--- src/rtl/alarm_pkg.sv ---
// rtl/alarm_pkg.sv - shared widths, field moduli and helpers for the alarm-clock datapath
package alarm_pkg;

  localparam int DIGIT_W = 4;

  // Moduli of the individual clock fields
  localparam int SEC_LO = 10;
  localparam int SEC_HI = 6;
  localparam int HR_HI  = 3;

  typedef enum logic [1:0] {
    SEL_HOLD = 2'd0,
    SEL_INC  = 2'd1,
    SEL_LOAD = 2'd2
  } next_sel_e;

  function automatic bit modulus_ok(input int width, input int modulus);
    return (modulus >= 2) && (modulus <= (1 << width));
  endfunction

endpackage

--- src/rtl/mod_incr.sv ---
// rtl/mod_incr.sv - combinational modulo incrementer with at-max flag
module mod_incr
  import alarm_pkg::*;
#(
  parameter int WIDTH   = DIGIT_W,
  parameter int MODULUS = 16
) (
  input  logic [WIDTH-1:0] value,
  output logic [WIDTH-1:0] next,
  output logic             at_max
);

  localparam logic [WIDTH-1:0] MAX_VAL = WIDTH'(MODULUS - 1);

  assign at_max = (value == MAX_VAL);
  assign next   = at_max ? '0 : value + WIDTH'(1);

endmodule

--- src/rtl/reg_4bit.sv ---
// rtl/reg_4bit.sv - loadable modulo-counting digit register with cascade wrap output
module reg_4bit
  import alarm_pkg::*;
#(
  parameter int WIDTH   = DIGIT_W,
  parameter int MODULUS = 16
) (
  input  logic             clk,
  input  logic             rst_n,
  input  logic [WIDTH-1:0] D,
  input  logic             load,
  input  logic             inc,
  output logic [WIDTH-1:0] Q,
  output logic             wrap
);

  generate
    if (!modulus_ok(WIDTH, MODULUS)) begin : g_bad_modulus
      $error("reg_4bit: MODULUS must lie in 2..2**WIDTH");
    end
  endgenerate

  localparam logic [WIDTH:0] MOD_EXT = (WIDTH + 1)'(MODULUS);

  next_sel_e        sel;
  logic [WIDTH-1:0] incr_q;
  logic [WIDTH-1:0] load_q;
  logic [WIDTH-1:0] next_q;
  logic             at_max;

  mod_incr #(
    .WIDTH   (WIDTH),
    .MODULUS (MODULUS)
  ) u_incr (
    .value  (Q),
    .next   (incr_q),
    .at_max (at_max)
  );

  // Out-of-range loads collapse to 0 so Q never leaves 0..MODULUS-1
  assign load_q = ({1'b0, D} < MOD_EXT) ? D : '0;

  always_comb begin
    sel = SEL_HOLD;
    if (load) begin
      sel = SEL_LOAD;
    end else if (inc) begin
      sel = SEL_INC;
    end
  end

  always_comb begin
    next_q = Q;
    case (sel)
      SEL_LOAD: next_q = load_q;
      SEL_INC:  next_q = incr_q;
      default:  next_q = Q;
    endcase
  end

  always_ff @(posedge clk or negedge rst_n) begin
    if (!rst_n) begin
      Q <= '0;
    end else begin
      Q <= next_q;
    end
  end

  assign wrap = rst_n & inc & ~load & at_max;

endmodule

--- config.mk ---
export PLATFORM = sky130hd
export DESIGN_NAME = reg_4bit
export DESIGN_NICKNAME = d
export VERILOG_FILES = /design/src/rtl/alarm_pkg.sv /design/src/rtl/mod_incr.sv /design/src/rtl/reg_4bit.sv
export SDC_FILE = /design/constraint.sdc
export NUM_CORES = 1
export LEC_CHECK = 0
export BUFFER_PORTS_ARGS = -buffer_cell sky130_fd_sc_hd__buf_2
export CAP_MARGIN = 40
export CORE_AREA = 4 4 41 43
export CTS_CLUSTER_DIAMETER = 60
export DETAILED_ROUTE_END_ITERATION = 10
export DIE_AREA = 0 0 45 47
export SLEW_MARGIN = 20
export SYNTH_ARGS = -nofsm -noshare
export SYNTH_HDL_FRONTEND = slang
export SYNTH_SLANG_ARGS = --single-unit
--- constraint.sdc ---
create_clock -name clk -period 1.1 [get_ports clk]
set_input_delay 0.11 -clock clk [delete_from_list [all_inputs] [get_ports clk]]
set_output_delay 0.11 -clock clk [all_outputs]
set_load 0.05 [all_outputs]
After elaboration in Yosys (flattened, before gate mapping)
Cells that the tools add are included.
- add/sub/neg operators: 1
- equal/unequal tests: 3
- mux-type cells: 4
- bitwise logic cells: 4
- reduce and logical (&&, ||, !) cells: 1
- operator list (cell ; count):
    $pmux 4 s2 ; 1
    $add 4x1->4 const B ; 1
    $eq 4x4->1 const B ; 1
    $mux 4 ; 1
    $and 1x1->1 ; 3
    $eq 2x1->1 const B ; 1
    $eq 2x2->1 const B ; 1
    $mux 2 ; 1
    $reduce_bool 2->1 ; 1
    $mux 1 ; 1
    $not 1->1 ; 1
- flip-flop bits (word level): 4
- input port bits: 8
- output and inout port bits: 5
- logic and storage cells: 14

Depth between registers and ports, before layout
- depth in word-level cells: 4
- depth in mapped cells: 4
- mapped depth without buffers: 4

By module
A second synthesis with hierarchy kept.
- cells, all modules: 28
- area, all modules: 277.8 sq um
- by module, submodules not included (module ; instances ; cells each ; area each (sq um)):
    reg_4bit ; 1 ; 19 ; 209.0
    mod_incr ; 1 ; 9 ; 68.8

Least setup slack after synthesis
OpenSTA, ideal clock, no wires.
- path type: register to output
- start point: reg Q[0]
- end point: out wrap
- arrival time: 2141 ps
- data required time: 990 ps
- path slack: -1151 ps
- cell stages (with the launch flop): 4
- path buffers: 0
- path through: dfrtp_1 > ha_1 > nand3_1 > nor3_1
- cells in the longest elaborated chain, start to end: 2
- ends and longest elaborated chain (item ; RTL line ; source):
    from (decl) ; reg_4bit.sv:13 ; output logic [WIDTH-1:0] Q,
    from (signal assigned) ; reg_4bit.sv:65 ; Q <= next_q;
    $eq 4x4->1 ; mod_incr.sv:15 ; assign at_max = (value == MAX_VAL);
    $and 1x1->1 ; reg_4bit.sv:69 ; assign wrap = rst_n & inc & ~load & at_max;
    to (decl) ; reg_4bit.sv:14 ; output logic wrap
Every way passes these cells.

Worst setup path after layout
- start point: reg Q[1]
- end point: out wrap
Same word-level chain as after synthesis.

==> impl_summary.md <==
Status
The run finished, with violations left. The final reports fail on negative setup slack.

Yosys
The number of nets in the synthesized netlist is 38. Dividing the synthesized area by the synthesized cell count gives 8.41 µm². The post-synthesis instance area is 244 µm².

The dominant synthesized flop cell is sky130_fd_sc_hd__dfrtp_1. In this run, distinct cell masters in the synthesized netlist total 14. Synthesis produced a netlist whose cell count is 29.

Summed over its instances, the top area cell type makes up 41.0% of the synthesized netlist area. After synthesis the netlist holds a flip-flop and latch count of 4. The commonest cells after synthesis are sky130_fd_sc_hd__nand2_1, sky130_fd_sc_hd__dfrtp_1, sky130_fd_sc_hd__nor2b_1. The share of synthesized flip-flops with an asynchronous set or reset is 100%.

The number of enable-type register cells in the synthesized netlist is 0. By area the synthesized netlist is led by sky130_fd_sc_hd__dfrtp_1, sky130_fd_sc_hd__nand2_1, sky130_fd_sc_hd__nor2b_1, sky130_fd_sc_hd__ha_1, sky130_fd_sc_hd__buf_6. During synthesis, Yosys emitted a total of 0 warnings.

Yosys instantiated no cell more often than sky130_fd_sc_hd__nand2_1. The sequential-to-total area share from yosys stat is 41.0%. Of all cell types, the one taking the most synthesized area is sky130_fd_sc_hd__dfrtp_1.

Worst setup path
The startpoint type of the worst setup path is a register. In this run the worst path has a maximum fanout of 3. The data arrival time at the worst-slack endpoint is 1.12 ns.

The critical register-to-register path endpoint is Q[2]$_DFFE_PN0P_. The setup check on the worst reg-to-reg path leaves a slack of 0.08 ns. In this design, the stage delay of the slowest critical-path cell is 0.37 ns. For this design, the slowest cell found on the critical path is sky130_fd_sc_hd__dfrtp_2. The critical path goes through ha_4 -> nand3_4 -> nor3_4 -> buf_6. The critical path runs through a total of 4 cells. The worst setup path is of the register to output port kind. The worst setup path is captured at an output port. The critical path capture point is wrap. The critical path starts at Q[1]$_DFFE_PN0P_.

The cell depth of the worst flop-to-flop path is 4. The launch point of the worst reg-to-reg path is Q[0]$_DFFE_PN0P_. The kind of cell with the highest combined delay on the critical path is flip-flops. The number of buffer and inverter stages on the critical path is 1. Data on the critical path is required at its endpoint by 0.99 ns.

Layout
The area added between synthesis and finish is 75.9%. The final net count is 58. Leaving out filler cells and counting taps, the final layout contains 62.

The flip-flop count of the largest register after layout is 4. After routing the design area is 429 µm². In the final layout, the registers with the most flip-flops are Q x4.

Ranked by flip-flop count, first place goes to Q. Of the cells placed in the final design, the portion with a size suffix greater than 1 is 53.2%. The final standard cell utilization of the core is 33.0%. The repair_antennas step left the layout with diodes totalling 0.

STA
In the finished design, the share of the clock period the worst path needs comes to 112%. Clock skew on the completed layout was measured at 0.0000733 ns. For the pin with the worst max-slew slack, the measured transition is 0.252 ns. The number of pins exceeding their max-slew limit in the final report was 0. Setup slack on the critical path of the routed design comes to -0.133 ns.

The setup TNS is -0.133 ns. The final hold violation count is 0. The top achievable clock speed is 811 MHz.

Setup repair after global routing could not meet its margin everywhere. The worst pin sits at a relative slew slack of 83.3%. The number of setup violations in the final report is 1. The time the final worst path needs with I/O delays and setup is 1.23 ns.

The worst hold slack after final layout is 0.0862 ns.

GRT
The first global-routing pass estimated 993 µm of wire. The number of antenna violations at the first check in global routing came to 0. The maximum number of pins on one net before global-route repair is 11. The overall routing resource usage is 6.97%.

The met2 track utilization from global routing is 12.4%. The most congested layer reported by global routing is met2. For met3 alone, demand over resource in global routing was 1.15%. For this run the aggregate overflow at the end of global routing stands at 0. The via count of the first global-routing pass came to 252. The global-route track usage on met1 is 6.64%.

Power
The internal portion of the total power is 378 µW. The power density over the cells is 1350 nW/µm². Per report_power, the combinational group accounts for 37.2% of the total.

The net switching share of the total power is 34.8%. The maximum vdd ir drop is 0.545 mV. The portion of total power attributed to the clock network is 30.3%. The switching power summed over all nets is 202 µW.

The static power due to leakage is 0.187 nW. Overall power consumption after layout is estimated at 580 µW. Of the total power, registers draw 32.4%.

Placement
The congestion estimate from routability-driven global placement came to 0.663. Counting tap cells, the placed design contains a total of 58 instances. Summing all placed instances gives a cell area of 375 µm². The worst-case setup slack after placement is -0.0379 ns. Port buffering added 12 buffers.

Run
The tool flagged a number of max-cap violations equal to 0.

CTS
The clock sink count is 4. TritonCTS built the clock tree. The clock edge transition at the registers on the reported setup and hold paths is 0.04 ns. Counting along the longest clock path gives a buffer depth of 2. The H-tree depth reported by CTS is 1. Once the clock tree was built, the setup fixing pass inserted 0 buffers.

Counting the buffers created by CTS gives 3. For the worst-skew pair, the clock arrives at the later sink with an insertion delay of 0.23 ns. CTS placed an instance of sky130_fd_sc_hd__clkbuf_4 at the clock tree root.

Routing
The first detailed-routing pass ran for 2 iterations. After the first detailed-routing iteration, the DRC count stood at 1. The residual DRC count is 0. After detailed routing, the average wire length per cell comes to 9.77 µm. Summed over all layers, the routed wires come to 606 µm.

The detail-routed via count per cell is 4.03. In this run the remaining antenna-violating nets after routing total 0. The total number of vias is 250.

Worst hold path
The worst hold path begins at D[1]. In this run the worst hold path is classified as primary input to register.

Die
The row count is 13. The total area inside the core boundary comes to 1300 µm². The initial standard-cell utilization of the core is 18.8%. The die outline area is 2120 µm². The y dimension of the die is 47 µm.

The width of the die is 45 µm. The number of ports placed on the die boundary is 13.
## placed cells by master, fill, tap and decap left out
| cell | n |
|---|---|
| sky130_fd_sc_hd__o21ai_0 | 1 |
| sky130_fd_sc_hd__xor2_1 | 1 |
| sky130_fd_sc_hd__mux2i_1 | 1 |
| sky130_fd_sc_hd__nor2_1 | 1 |
| sky130_fd_sc_hd__o21ai_1 | 3 |
| sky130_fd_sc_hd__nand3_4 | 1 |
| sky130_fd_sc_hd__nand3_1 | 1 |
| sky130_fd_sc_hd__o211ai_1 | 1 |
| sky130_fd_sc_hd__a21oi_1 | 2 |
| sky130_fd_sc_hd__nor3_4 | 1 |
| sky130_fd_sc_hd__clkbuf_4 | 3 |
| sky130_fd_sc_hd__ha_4 | 1 |
| sky130_fd_sc_hd__dlygate4sd3_1 | 1 |
| sky130_fd_sc_hd__dfrtp_2 | 4 |
| sky130_fd_sc_hd__buf_2 | 8 |
| sky130_fd_sc_hd__buf_4 | 4 |
| sky130_fd_sc_hd__buf_6 | 3 |
| sky130_fd_sc_hd__nor2b_1 | 3 |
| sky130_fd_sc_hd__nand2_1 | 7 |
## how the worst min path moves through the flow
stage / to / slack [ns] / depth (start not counted)
after detailed placement: Q[1]$_DFFE_PN0P_ / -0.07 / 1
after CTS: Q[1]$_DFFE_PN0P_ / 0.08 / 3
after global routing: Q[2]$_DFFE_PN0P_ / 0.11 / 3
after floorplan: Q[0]$_DFFE_PN0P_ / -0.19 / 0
after global placement: Q[1]$_DFFE_PN0P_ / -0.08 / 1
final: Q[1]$_DFFE_PN0P_ / 0.09 / 3
## worst reg2reg max path: cells and delay by family (launching register included)
kind | cells | cell delay (ns)
and+or+nand+nor | 1 | 0.07
xor gates and xnor gates | 1 | 0.17
DFF | 1 | 0.41
AOI/OAI and AO/OA | 1 | 0.07
adders and majority gates | 1 | 0.18
## final cells by class
type | instances | area [µm²]
clock buffers | 3 | 22.5
well taps | 15 | 18.8
multi-input cells | 24 | 169
fillers | 146 | 872
flip-flops and latches | 4 | 105
repair buffers | 16 | 114
## power groups by stage
| stage | clock network, mW | registers [mW] | logic [mW] |
|---|---|---|---|
| after floorplan | 0 | 0.259 | 0.0641 |
| after global placement | 0 | 0.190 | 0.197 |
| after detailed placement | 0 | 0.191 | 0.199 |
| after CTS | 0.183 | 0.189 | 0.215 |
| after global routing | 0.186 | 0.190 | 0.238 |
| final | 0.176 | 0.188 | 0.216 |
## logic make-up after synthesis
group | after synthesis | synth area share, %
DFF | 4 | 41.0
xor gates and xnor gates | 1 | 3.59
muxes | 1 | 4.10
buffers and inverters | 1 | 4.62
and+or+nand+nor | 14 | 26.2
adders and majority gates | 1 | 5.13
AOI/OAI and AO/OA | 7 | 15.4
## what timing repair did
item                                    4_1_cts  5_1_grt
resized for setup                             6        1
hold endpoints to repair                      4        0
pin swaps                                     2        1
cloned                                        0        0
endpoints found under the setup margin        4        3
hold buffers                                  1        0
## metal layers
layer,vias to the layer above,routed length (µm)
li1,135,-
met1,108,222
met2,7,350
met3,0,33
met4,0,0
met5,-,0
Note: power is estimated with default switching activity, not from simulation.
